`config.mk`:
```
export PLATFORM = sky130hd
export DESIGN_NAME = branch_resolve_unit
export DESIGN_NICKNAME = d
export VERILOG_FILES = /design/src/rtl/riscv_pkg.sv /design/src/rtl/bht_table.sv /design/src/rtl/branch_resolve_unit.sv
export SDC_FILE = /design/constraint.sdc
export NUM_CORES = 1
export LEC_CHECK = 0
export BUFFER_PORTS_ARGS = -buffer_cell sky130_fd_sc_hd__buf_2
export CAP_MARGIN = 15
export CORE_ASPECT_RATIO = 1.75
export CORE_MARGIN = 4
export CORE_UTILIZATION = 50
export CTS_CLUSTER_DIAMETER = 120
export CTS_CLUSTER_SIZE = 25
export DETAILED_ROUTE_END_ITERATION = 8
export PLACE_DENSITY = 0.8
export SLEW_MARGIN = 25
export SYNTH_ARGS = -nofsm -noshare
export SYNTH_HDL_FRONTEND = slang
export SYNTH_SLANG_ARGS = --single-unit
```
`constraint.sdc`:
```
create_clock -name clk -period 2.56 [get_ports clk]
set_clock_uncertainty 0.05 [all_clocks]
set_input_delay 0.256 -clock clk [delete_from_list [all_inputs] [get_ports clk]]
set_output_delay 0.256 -clock clk [all_outputs]
set_load 0.05 [all_outputs]
```
`src/rtl/riscv_pkg.sv`:
```
// Shared branch-unit definitions: B-type funct3 encodings and 2-bit saturating
// branch history counter type, constants and update rule.
package riscv_pkg;

    typedef enum logic [2:0] {
        BEQ  = 3'b000,
        BNE  = 3'b001,
        BLT  = 3'b100,
        BGE  = 3'b101,
        BLTU = 3'b110,
        BGEU = 3'b111
    } br_funct3_e;

    typedef logic [1:0] bht_ctr_t;

    localparam bht_ctr_t SNT = 2'b00;
    localparam bht_ctr_t WNT = 2'b01;
    localparam bht_ctr_t WT  = 2'b10;
    localparam bht_ctr_t ST  = 2'b11;

    function automatic bht_ctr_t ctr_next(input bht_ctr_t ctr, input logic taken);
        if (taken) begin
            return (ctr == ST) ? ST : bht_ctr_t'(ctr + 2'b01);
        end
        return (ctr == SNT) ? SNT : bht_ctr_t'(ctr - 2'b01);
    endfunction

endpackage

```
`src/rtl/bht_table.sv`:
```
// Branch history table of 2-bit saturating counters: one combinational read
// port, one saturating-update write port; reset loads every entry weakly not-taken.
module bht_table import riscv_pkg::*; #(
    parameter int unsigned ENTRIES = 16
) (
    input  logic                       clk,
    input  logic                       rst_n,
    input  logic [$clog2(ENTRIES)-1:0] i_rd_idx,
    output bht_ctr_t                   o_rd_ctr,
    input  logic                       i_wr_en,
    input  logic [$clog2(ENTRIES)-1:0] i_wr_idx,
    input  logic                       i_wr_taken
);

    bht_ctr_t r_ctr [ENTRIES];

    always_ff @(posedge clk or negedge rst_n) begin
        if (!rst_n) begin
            for (int unsigned i = 0; i < ENTRIES; i++) begin
                r_ctr[i] <= WNT;
            end
        end else if (i_wr_en) begin
            r_ctr[i_wr_idx] <= ctr_next(r_ctr[i_wr_idx], i_wr_taken);
        end
    end

    // Read straight from the registers so a same-cycle write is not forwarded.
    assign o_rd_ctr = r_ctr[i_rd_idx];

endmodule

```
`src/rtl/branch_resolve_unit.sv`:
```
// Resolves branches/jumps in EX, trains the BHT, and raises a one-cycle
// redirect/flush with the corrected fetch PC on a misprediction.
module branch_resolve_unit import riscv_pkg::*; #(
    parameter int unsigned BHT_ENTRIES = 16
) (
    input  logic        clk,
    input  logic        rst_n,
    input  logic        ex_valid,
    input  logic        ex_branch,
    input  logic        ex_jump,
    input  logic [2:0]  ex_funct3,
    input  logic [31:0] ex_pc,
    input  logic [31:0] ex_target,
    input  logic        ex_pred_taken,
    input  logic        BrEq,
    input  logic        BrLt,
    output logic        BrUn,
    input  logic [31:0] if_pc,
    output logic        if_pred_taken,
    output logic        redirect,
    output logic        flush,
    output logic [31:0] redirect_pc,
    output logic [15:0] mispredict_count
);

    localparam int unsigned IDX_W = $clog2(BHT_ENTRIES);

    br_funct3_e  w_funct3;
    logic        w_actual;
    logic        w_legal;
    logic        w_resolve;
    logic        w_mispredict;
    logic        w_bht_wr;
    logic [31:0] w_fix_pc;
    bht_ctr_t    w_rd_ctr;
    logic        w_unused;

    logic        r_redirect;
    logic [31:0] r_redirect_pc;
    logic [15:0] r_count;

    assign BrUn     = ex_funct3[1];
    assign w_funct3 = br_funct3_e'(ex_funct3);

    always_comb begin
        w_actual = 1'b0;
        w_legal  = 1'b1;
        if (ex_jump) begin
            w_actual = 1'b1;
        end else begin
            unique case (w_funct3)
                BEQ:         w_actual = BrEq;
                BNE:         w_actual = ~BrEq;
                BLT, BLTU:   w_actual = BrLt;
                BGE, BGEU:   w_actual = ~BrLt;
                default:     w_legal  = 1'b0;
            endcase
        end
    end

    // EX holds a wrong-path instruction while a redirect is on the bus.
    assign w_resolve    = ex_valid & (ex_branch | ex_jump) & ~r_redirect;
    assign w_mispredict = w_resolve & (w_actual ^ ex_pred_taken);
    assign w_bht_wr     = w_resolve & ex_branch & ~ex_jump & w_legal;
    assign w_fix_pc     = w_actual ? ex_target : ex_pc + 32'd4;

    always_ff @(posedge clk or negedge rst_n) begin
        if (!rst_n) begin
            r_redirect    <= 1'b0;
            r_redirect_pc <= '0;
            r_count       <= '0;
        end else begin
            r_redirect <= w_mispredict;
            if (w_mispredict) begin
                r_redirect_pc <= w_fix_pc;
                if (r_count != '1) begin
                    r_count <= r_count + 16'd1;
                end
            end
        end
    end

    bht_table #(
        .ENTRIES (BHT_ENTRIES)
    ) u_bht (
        .clk        (clk),
        .rst_n      (rst_n),
        .i_rd_idx   (if_pc[IDX_W+1:2]),
        .o_rd_ctr   (w_rd_ctr),
        .i_wr_en    (w_bht_wr),
        .i_wr_idx   (ex_pc[IDX_W+1:2]),
        .i_wr_taken (w_actual)
    );

    assign w_unused = ^{if_pc[31:IDX_W+2], if_pc[1:0], w_rd_ctr[0]};

    assign if_pred_taken    = w_rd_ctr[1];
    assign redirect         = r_redirect;
    assign flush            = r_redirect;
    assign redirect_pc      = r_redirect_pc;
    assign mispredict_count = r_count;

endmodule

```
Word-level counts from Yosys, hierarchy flattened
Cells that the tools add are included.

Flip-flop bits (word level): 81. Bits in latches: 0. Memory bits (writable): 0. ROM bits: 0. Bits of input ports: 107. Output and inout port bits: 52. Word-level logic and storage cells: 75. Memories: 0.

Add/subtract/negate cells: 4. $mul: 0. Div/mod/pow operators: 0. $lt $le $gt $ge: 3. Equality and inequality tests: 7. Shift operators: 0. Mux-type cells: 21. Bitwise operators: 14. Reduce and logical (&&, ||, !) cells: 7.

Operator list (number): $add A32 B3 Y32 const B (1); $bwmux W32 (1); $mux W32 (1); $mux W2 (10); $add A16 B1 Y16 const B (1); $bmux W2 S4 (2); $ne A16 B16 Y1 const B (1); $eq A3 B3 Y1 const B (4); $ge A5 B5 Y1 const B (2); $not A4 Y5 (2); $demux W2 S4 (1); $and A1 B1 Y1 (6); $reduce_or A6 Y1 (1); $lt A5 B1 Y1 const B (1); $mux W1 (5); $not A1 Y1 (4); $pmux W1 S4 (1); $reduce_or A2 Y1 (2); $eq A3 B1 Y1 const B (1); $logic_not A3 Y1 (1); $add A2 B1 Y2 const B (1); $eq A2 B2 Y1 const B (1); $logic_not A2 Y1 (1); $reduce_and A2 Y1 (1); 4 further kinds (4).

Longest topological paths before layout
Depth after elaboration: 10. Depth in mapped cells: 9. Gate-level depth less buffers: 7.

By module
A second synthesis with hierarchy kept.

Cells, all modules: 471. Area, all modules: 4919.7 µm².

By module, submodules not included: branch_resolve_unit (times used 1, cells an instance 334, area an instance 2994.1 µm², seq. area each 1226.2 µm²); bht_table (times used 1, cells an instance 137, area an instance 1925.6 µm², seq. area each 820.8 µm²).

Worst setup path after synthesis
OpenSTA, ideal clock, no wires.

Path kind: reg2reg. From: register r_redirect, in the netlist flush. To: register u_bht.r_ctr[11] (netlist name). Library setup time: 125 ps. Data arrival time: 2010 ps. Required time: 2385 ps. Setup slack: 376 ps. Stages on the path, launching flop included: 6. Path buffers: 1. Clock period less this slack: 2184 ps. Path through: dfrtp_1 > nand2b_1 > nor4b_2 > clkbuf_1 > nand3_1 > mux2_2.

Longest elaborated chain between the ends: 5.

Ends and longest elaborated chain: from (decl) (RTL line branch_resolve_unit.sv:38) `logic r_redirect;`; from (signal assigned) (RTL line branch_resolve_unit.sv:73) `r_redirect <= w_mispredict;`; $not A1 Y1 (RTL line branch_resolve_unit.sv:62) `assign w_resolve = ex_valid & (ex_branch | ex_jump) & ~r_redirect;`; $and A1 B1 Y1 (RTL line branch_resolve_unit.sv:62); $and A1 B1 Y1 (3 in a row) (RTL line branch_resolve_unit.sv:64) `assign w_bht_wr = w_resolve & ex_branch & ~ex_jump & w_legal;`; to (signal, indexed assignment) (RTL line bht_table.sv:23) `r_ctr[i_wr_idx] <= ctr_next(r_ctr[i_wr_idx], i_wr_taken);`; to (decl) (RTL line bht_table.sv:15) `bht_ctr_t r_ctr [ENTRIES];`.

No other way between the ends. A chain may end at the register's enable or synchronous reset.

Final worst setup path
From: register u_bht.r_ctr[1] (netlist name). To: output if_pred_taken.

Longest elaborated chain between the ends: 3.

Ends and longest elaborated chain: $bmux W2 S4 (RTL line bht_table.sv:28) `assign o_rd_ctr = r_ctr[i_rd_idx];`; $mux W2 (implied by the code) (2 in a row) (RTL line bht_table.sv:28); to (decl) (RTL line branch_resolve_unit.sv:19) `output logic if_pred_taken,`.

No other way between the ends. The select of a mux whose other input is x is not followed.

==> metrics.txt <==
# TYPE chip_impl_metric gauge
chip_impl_info{name="synth_top_cell_by_area",value="sky130_fd_sc_hd__dfrtp_1"} 1
chip_impl_metric{name="cts.htree.levels",unit=""} 3
chip_impl_metric{name="cp_num_buf_inv",unit=""} 1
chip_impl_metric{name="final.setup.worst_slack",unit="ns"} 0.3218
chip_impl_info{name="timing.critical_path.cells",value="mux4_2 -> mux4_2 -> buf_2"} 1
chip_impl_metric{name="final_number_of_setup_violating_endpoints",unit=""} 0
chip_impl_metric{name="clock_insertion_delay_at_the_later_pin_of_the_skew_report",unit="ns"} 0.32
chip_impl_metric{name="die-area",unit="µm²"} 11040
chip_impl_info{name="hp-class",value="input port to flop"} 1
chip_impl_info{name="run_status",value="finished, final reports clean"} 1
chip_impl_metric{name="globalRouteTotalUtil",unit="%"} 23.89
chip_impl_info{name="crit_path_top_delay_cell",value="sky130_fd_sc_hd__mux4_2"} 1
chip_impl_metric{name="num-fill-cells",unit=""} 776
chip_impl_metric{name="average_size_of_a_mapped_cell",unit="µm²"} 10.60
chip_impl_info{name="synthMostInstantiatedCell",value="sky130_fd_sc_hd__dfrtp_1"} 1
chip_impl_metric{name="synth-seq-cells",unit=""} 81
chip_impl_metric{name="antenna_found_initial",unit=""} 0
chip_impl_metric{name="highest_clock_frequency_the_design_can_meet",unit="GHz"} 0.4468
chip_impl_metric{name="ys_warn_count",unit=""} 0
chip_impl_metric{name="nNetsFinal",unit=""} 689
chip_impl_metric{name="io_port_bufs",unit=""} 130
chip_impl_metric{name="first_pass_grt_wire_length",unit="µm"} 20360
chip_impl_metric{name="die_w",unit="µm"} 81.17
chip_impl_metric{name="io_pins",unit=""} 159
chip_impl_metric{name="post_cts_resize_count",unit=""} 0
chip_impl_metric{name="sequential_cell_area",unit="µm²"} 2047
chip_impl_info{name="path_common_cell",value="sky130_fd_sc_hd__mux4_2"} 1
chip_impl_metric{name="final_design_area_no_fill",unit="µm²"} 5817
chip_impl_metric{name="cap_violations",unit=""} 0
chip_impl_metric{name="drt-pass1-iter-count",unit=""} 7
chip_impl_metric{name="fraction_of_final_layout_cells_sized_beyond_drive_strength_1",unit="%"} 39.52
chip_impl_metric{name="path_max_fanout",unit=""} 3
chip_impl_metric{name="chipHeight",unit="µm"} 136.0
chip_impl_metric{name="vias",unit=""} 4060
chip_impl_metric{name="postSynthCellCount",unit=""} 442
chip_impl_metric{name="critical_path.max_stage_delay",unit="ns"} 0.49
chip_impl_metric{name="flow.area_growth_from_synthesis",unit="%"} 24.17
chip_impl_metric{name="numPlacedInstances",unit=""} 685
chip_impl_metric{name="finish.utilization",unit="%"} 63.97
chip_impl_metric{name="finalCritPeriodShare",unit="%"} 87.43
chip_impl_metric{name="post_drt_wl_per_cell",unit="µm"} 18.05
chip_impl_metric{name="viasPerCell",unit=""} 5.783
chip_impl_metric{name="cp_data_required_time",unit="ns"} 2.25
chip_impl_metric{name="synthDistinctLibCells",unit=""} 46
chip_impl_metric{name="worstPathArrival",unit="ns"} 1.93
chip_impl_metric{name="cts.sinks",unit=""} 81
chip_impl_metric{name="place_ws",unit="ns"} 0.1624
chip_impl_metric{name="first_global_vias",unit=""} 4325
chip_impl_metric{name="async_flop_share",unit="%"} 100.0
chip_impl_metric{name="route.detailed.drc",unit=""} 0
chip_impl_info{name="start_kind",value="flop"} 1
chip_impl_metric{name="timing.final.max_slew_violations",unit=""} 0
chip_impl_metric{name="synth.cell_area",unit="µm²"} 4684
chip_impl_metric{name="maximum_number_of_pins_on_one_net_before_global_route_repair",unit=""} 79
chip_impl_metric{name="post_placement_cell_area",unit="µm²"} 5513
chip_impl_info{name="path_delay_family",value="multiplexers"} 1
chip_impl_metric{name="post_cts_setup_buffers",unit=""} 0
chip_impl_metric{name="cts.reportedPaths.clkPinSlew",unit="ns"} 0.06
chip_impl_info{name="dominantRegCellSynth",value="sky130_fd_sc_hd__dfrtp_1"} 1
chip_impl_metric{name="dr.first_iter.drc_count",unit=""} 218
chip_impl_metric{name="tritoncts.num_buffers",unit=""} 9
chip_impl_metric{name="route.final.wire_length",unit="µm"} 12670
chip_impl_metric{name="multiInputGateArea",unit="µm²"} 2511
chip_impl_metric{name="postRouteAntennaNets",unit=""} 0
chip_impl_metric{name="fp.coreArea",unit="µm²"} 9094
chip_impl_metric{name="max-clock-path-buffers",unit=""} 2
chip_impl_metric{name="hpwlAfterDp",unit="µm"} 9685
chip_impl_info{name="yosys-top-cells-area",value="sky130_fd_sc_hd__dfrtp_1 35%, sky130_fd_sc_hd__dfstp_2 9.0%, sky130_fd_sc_hd__mux2_2 8.2%, sky130_fd_sc_hd__mux4_2 6.3%, sky130_fd_sc_hd__xor2_1 5.0%"} 1
chip_impl_metric{name="post-route-min-period",unit="ns"} 2.238
chip_impl_metric{name="worst_pin_slew",unit="ns"} 0.7142
chip_impl_metric{name="timing.slew.headroom",unit="%"} 52.39
chip_impl_metric{name="number_of_inserted_diodes",unit=""} 0
chip_impl_metric{name="grt_overflow_total",unit=""} 0
chip_impl_metric{name="final_hold_viol_count",unit=""} 0
chip_impl_info{name="tritoncts",value="done"} 1
chip_impl_metric{name="ir_drop",unit="µV"} 535.5
chip_impl_metric{name="final_cells",unit=""} 702
chip_impl_metric{name="synth_enable_flop_cells",unit=""} 0
chip_impl_info{name="synthTopCellsByCount",value="65 x sky130_fd_sc_hd__dfrtp_1, 56 x sky130_fd_sc_hd__nand2_1, 34 x sky130_fd_sc_hd__mux2_2"} 1
chip_impl_metric{name="power_per_cell_area",unit="nW/µm²"} 795.0
chip_impl_info{name="rsz0062_at_grt",value="false"} 1
chip_impl_info{name="critPathCaptureType",value="primary output"} 1
chip_impl_info{name="clock-root-buffer",value="sky130_fd_sc_hd__clkbuf_16"} 1
chip_impl_info{name="crit_type",value="flop to primary output"} 1
chip_impl_metric{name="routabilityCongestion",unit=""} 0.8817
chip_impl_metric{name="placementRows",unit=""} 46
chip_impl_metric{name="postSynthNetCount",unit=""} 554
chip_impl_metric{name="yosysTopAreaCellShare",unit="%"} 34.72
chip_impl_metric{name="seq_area_frac_synth",unit="%"} 43.70
chip_impl_metric{name="timing.setup.tns",unit="ns"} 0
chip_impl_metric{name="p_leak",unit="nW"} 2.722
chip_impl_metric{name="initial_core_util",unit="%"} 51.51
worst reg2reg max path, stage by stage, from the launching register on:
cell and delay [ns]:
sky130_fd_sc_hd__dfrtp_1 0.40, sky130_fd_sc_hd__mux4_2 0.48, sky130_fd_sc_hd__mux2_2 0.32, sky130_fd_sc_hd__maj3_1 0.46, sky130_fd_sc_hd__mux2_2 0.31
where the power goes:
part           switching (W)  total [W]  leakage, nW  internal [W]
Clock               0.000474    0.00125        0.144      0.000780
Combinational        0.00118    0.00165         1.57      0.000468
Sequential          0.000166    0.00172         1.01       0.00156
sequential cells by signal, summed over array words and instances, names as in the netlist:
register / flops
flush: 1
redirect_pc: 32
mispredict_count: 16
u_bht.r_ctr: 32
area by class of cell:
cell class,instances,share of cell area [%]
clock buffer,13,4.302
clock inverter,3,0.6883
inverter,7,0.4517
multi-input combinational,332,43.17
sequential,81,35.19
tap,120,2.581
timing repair buffer,146,13.62
what timing repair did:
action	in CTS	in global routing
endpoints found under the hold margin	0	65
setup endpoints to repair	0	0
hold buffers	0	1
per-stage QoR:
stage	power [W]	hold WS [ns]
4_1_cts	0.004654	0.07670
3_3_place_gp	0.003335	0.4083
5_1_grt	0.004847	0.1730
2_1_floorplan	0.002901	-0.08959
6_report	0.004625	0.1520
3_5_place_dp	0.003386	0.4172
metal layers:
| metal | routed length (µm) | GRT usage (%) |
|---|---|---|
| met4 | 637 | 13.53 |
| met5 | 0 | 0 |
| met2 | 6984 | 43.46 |
| met3 | 651 | 4.045 |
| met1 | 4397 | 25.16 |
worst paths after layout:
| path | start | cells past startpoint | endpoint | slack, ns |
|---|---|---|---|---|
| setup / recovery | u_bht.r_ctr[1]$_DFFE_PN0P_ | 3 | if_pred_taken | 0.32 |
| hold / removal | ex_target[17] | 3 | redirect_pc[17]$_DFFE_PN0P_ | 0.15 |
| setup reg to reg | u_bht.r_ctr[9]$_DFFE_PN0P_ | 4 | u_bht.r_ctr[15]$_DFFE_PN0P_ | 0.42 |
| hold reg to reg | redirect_pc[12]$_DFFE_PN0P_ | 2 | redirect_pc[12]$_DFFE_PN0P_ | 0.43 |
| max in group asynchronous | rst_n | 3 | u_bht.r_ctr[30]$_DFFE_PN1P_ | 1.35 |
| min in group asynchronous | rst_n | 2 | redirect_pc[4]$_DFFE_PN0P_ | 0.49 |
logic make-up (layout without fill, tap and decap cells):
family / Yosys count / after routing / synth area share, %
AND/OR/NAND/NOR: 160 / 160 / 17.73
flip-flops: 81 / 81 / 43.70
AO/OA/AOI/OAI: 66 / 66 / 9.082
multiplexers: 54 / 54 / 15.92
XOR/XNOR: 43 / 43 / 8.440
buffers and inverters: 29 / 169 / 2.938
adder cells (fa/ha/maj): 9 / 9 / 2.190
cell usage in the layout, fill, tap and decap left out, drive strengths merged, types with 16 or more instances in the layout:
| master | n |
|---|---|
| a21oi | 16 |
| nand3 | 27 |
| nand2 | 57 |
| dfrtp | 65 |
| nor2 | 21 |
| xor2 | 27 |
| buf | 145 |
| xnor2 | 16 |
| nand4 | 17 |
| dfstp | 16 |
| mux2 | 34 |
| o21ai | 20 |
Power figures use the tool's default switching activity.
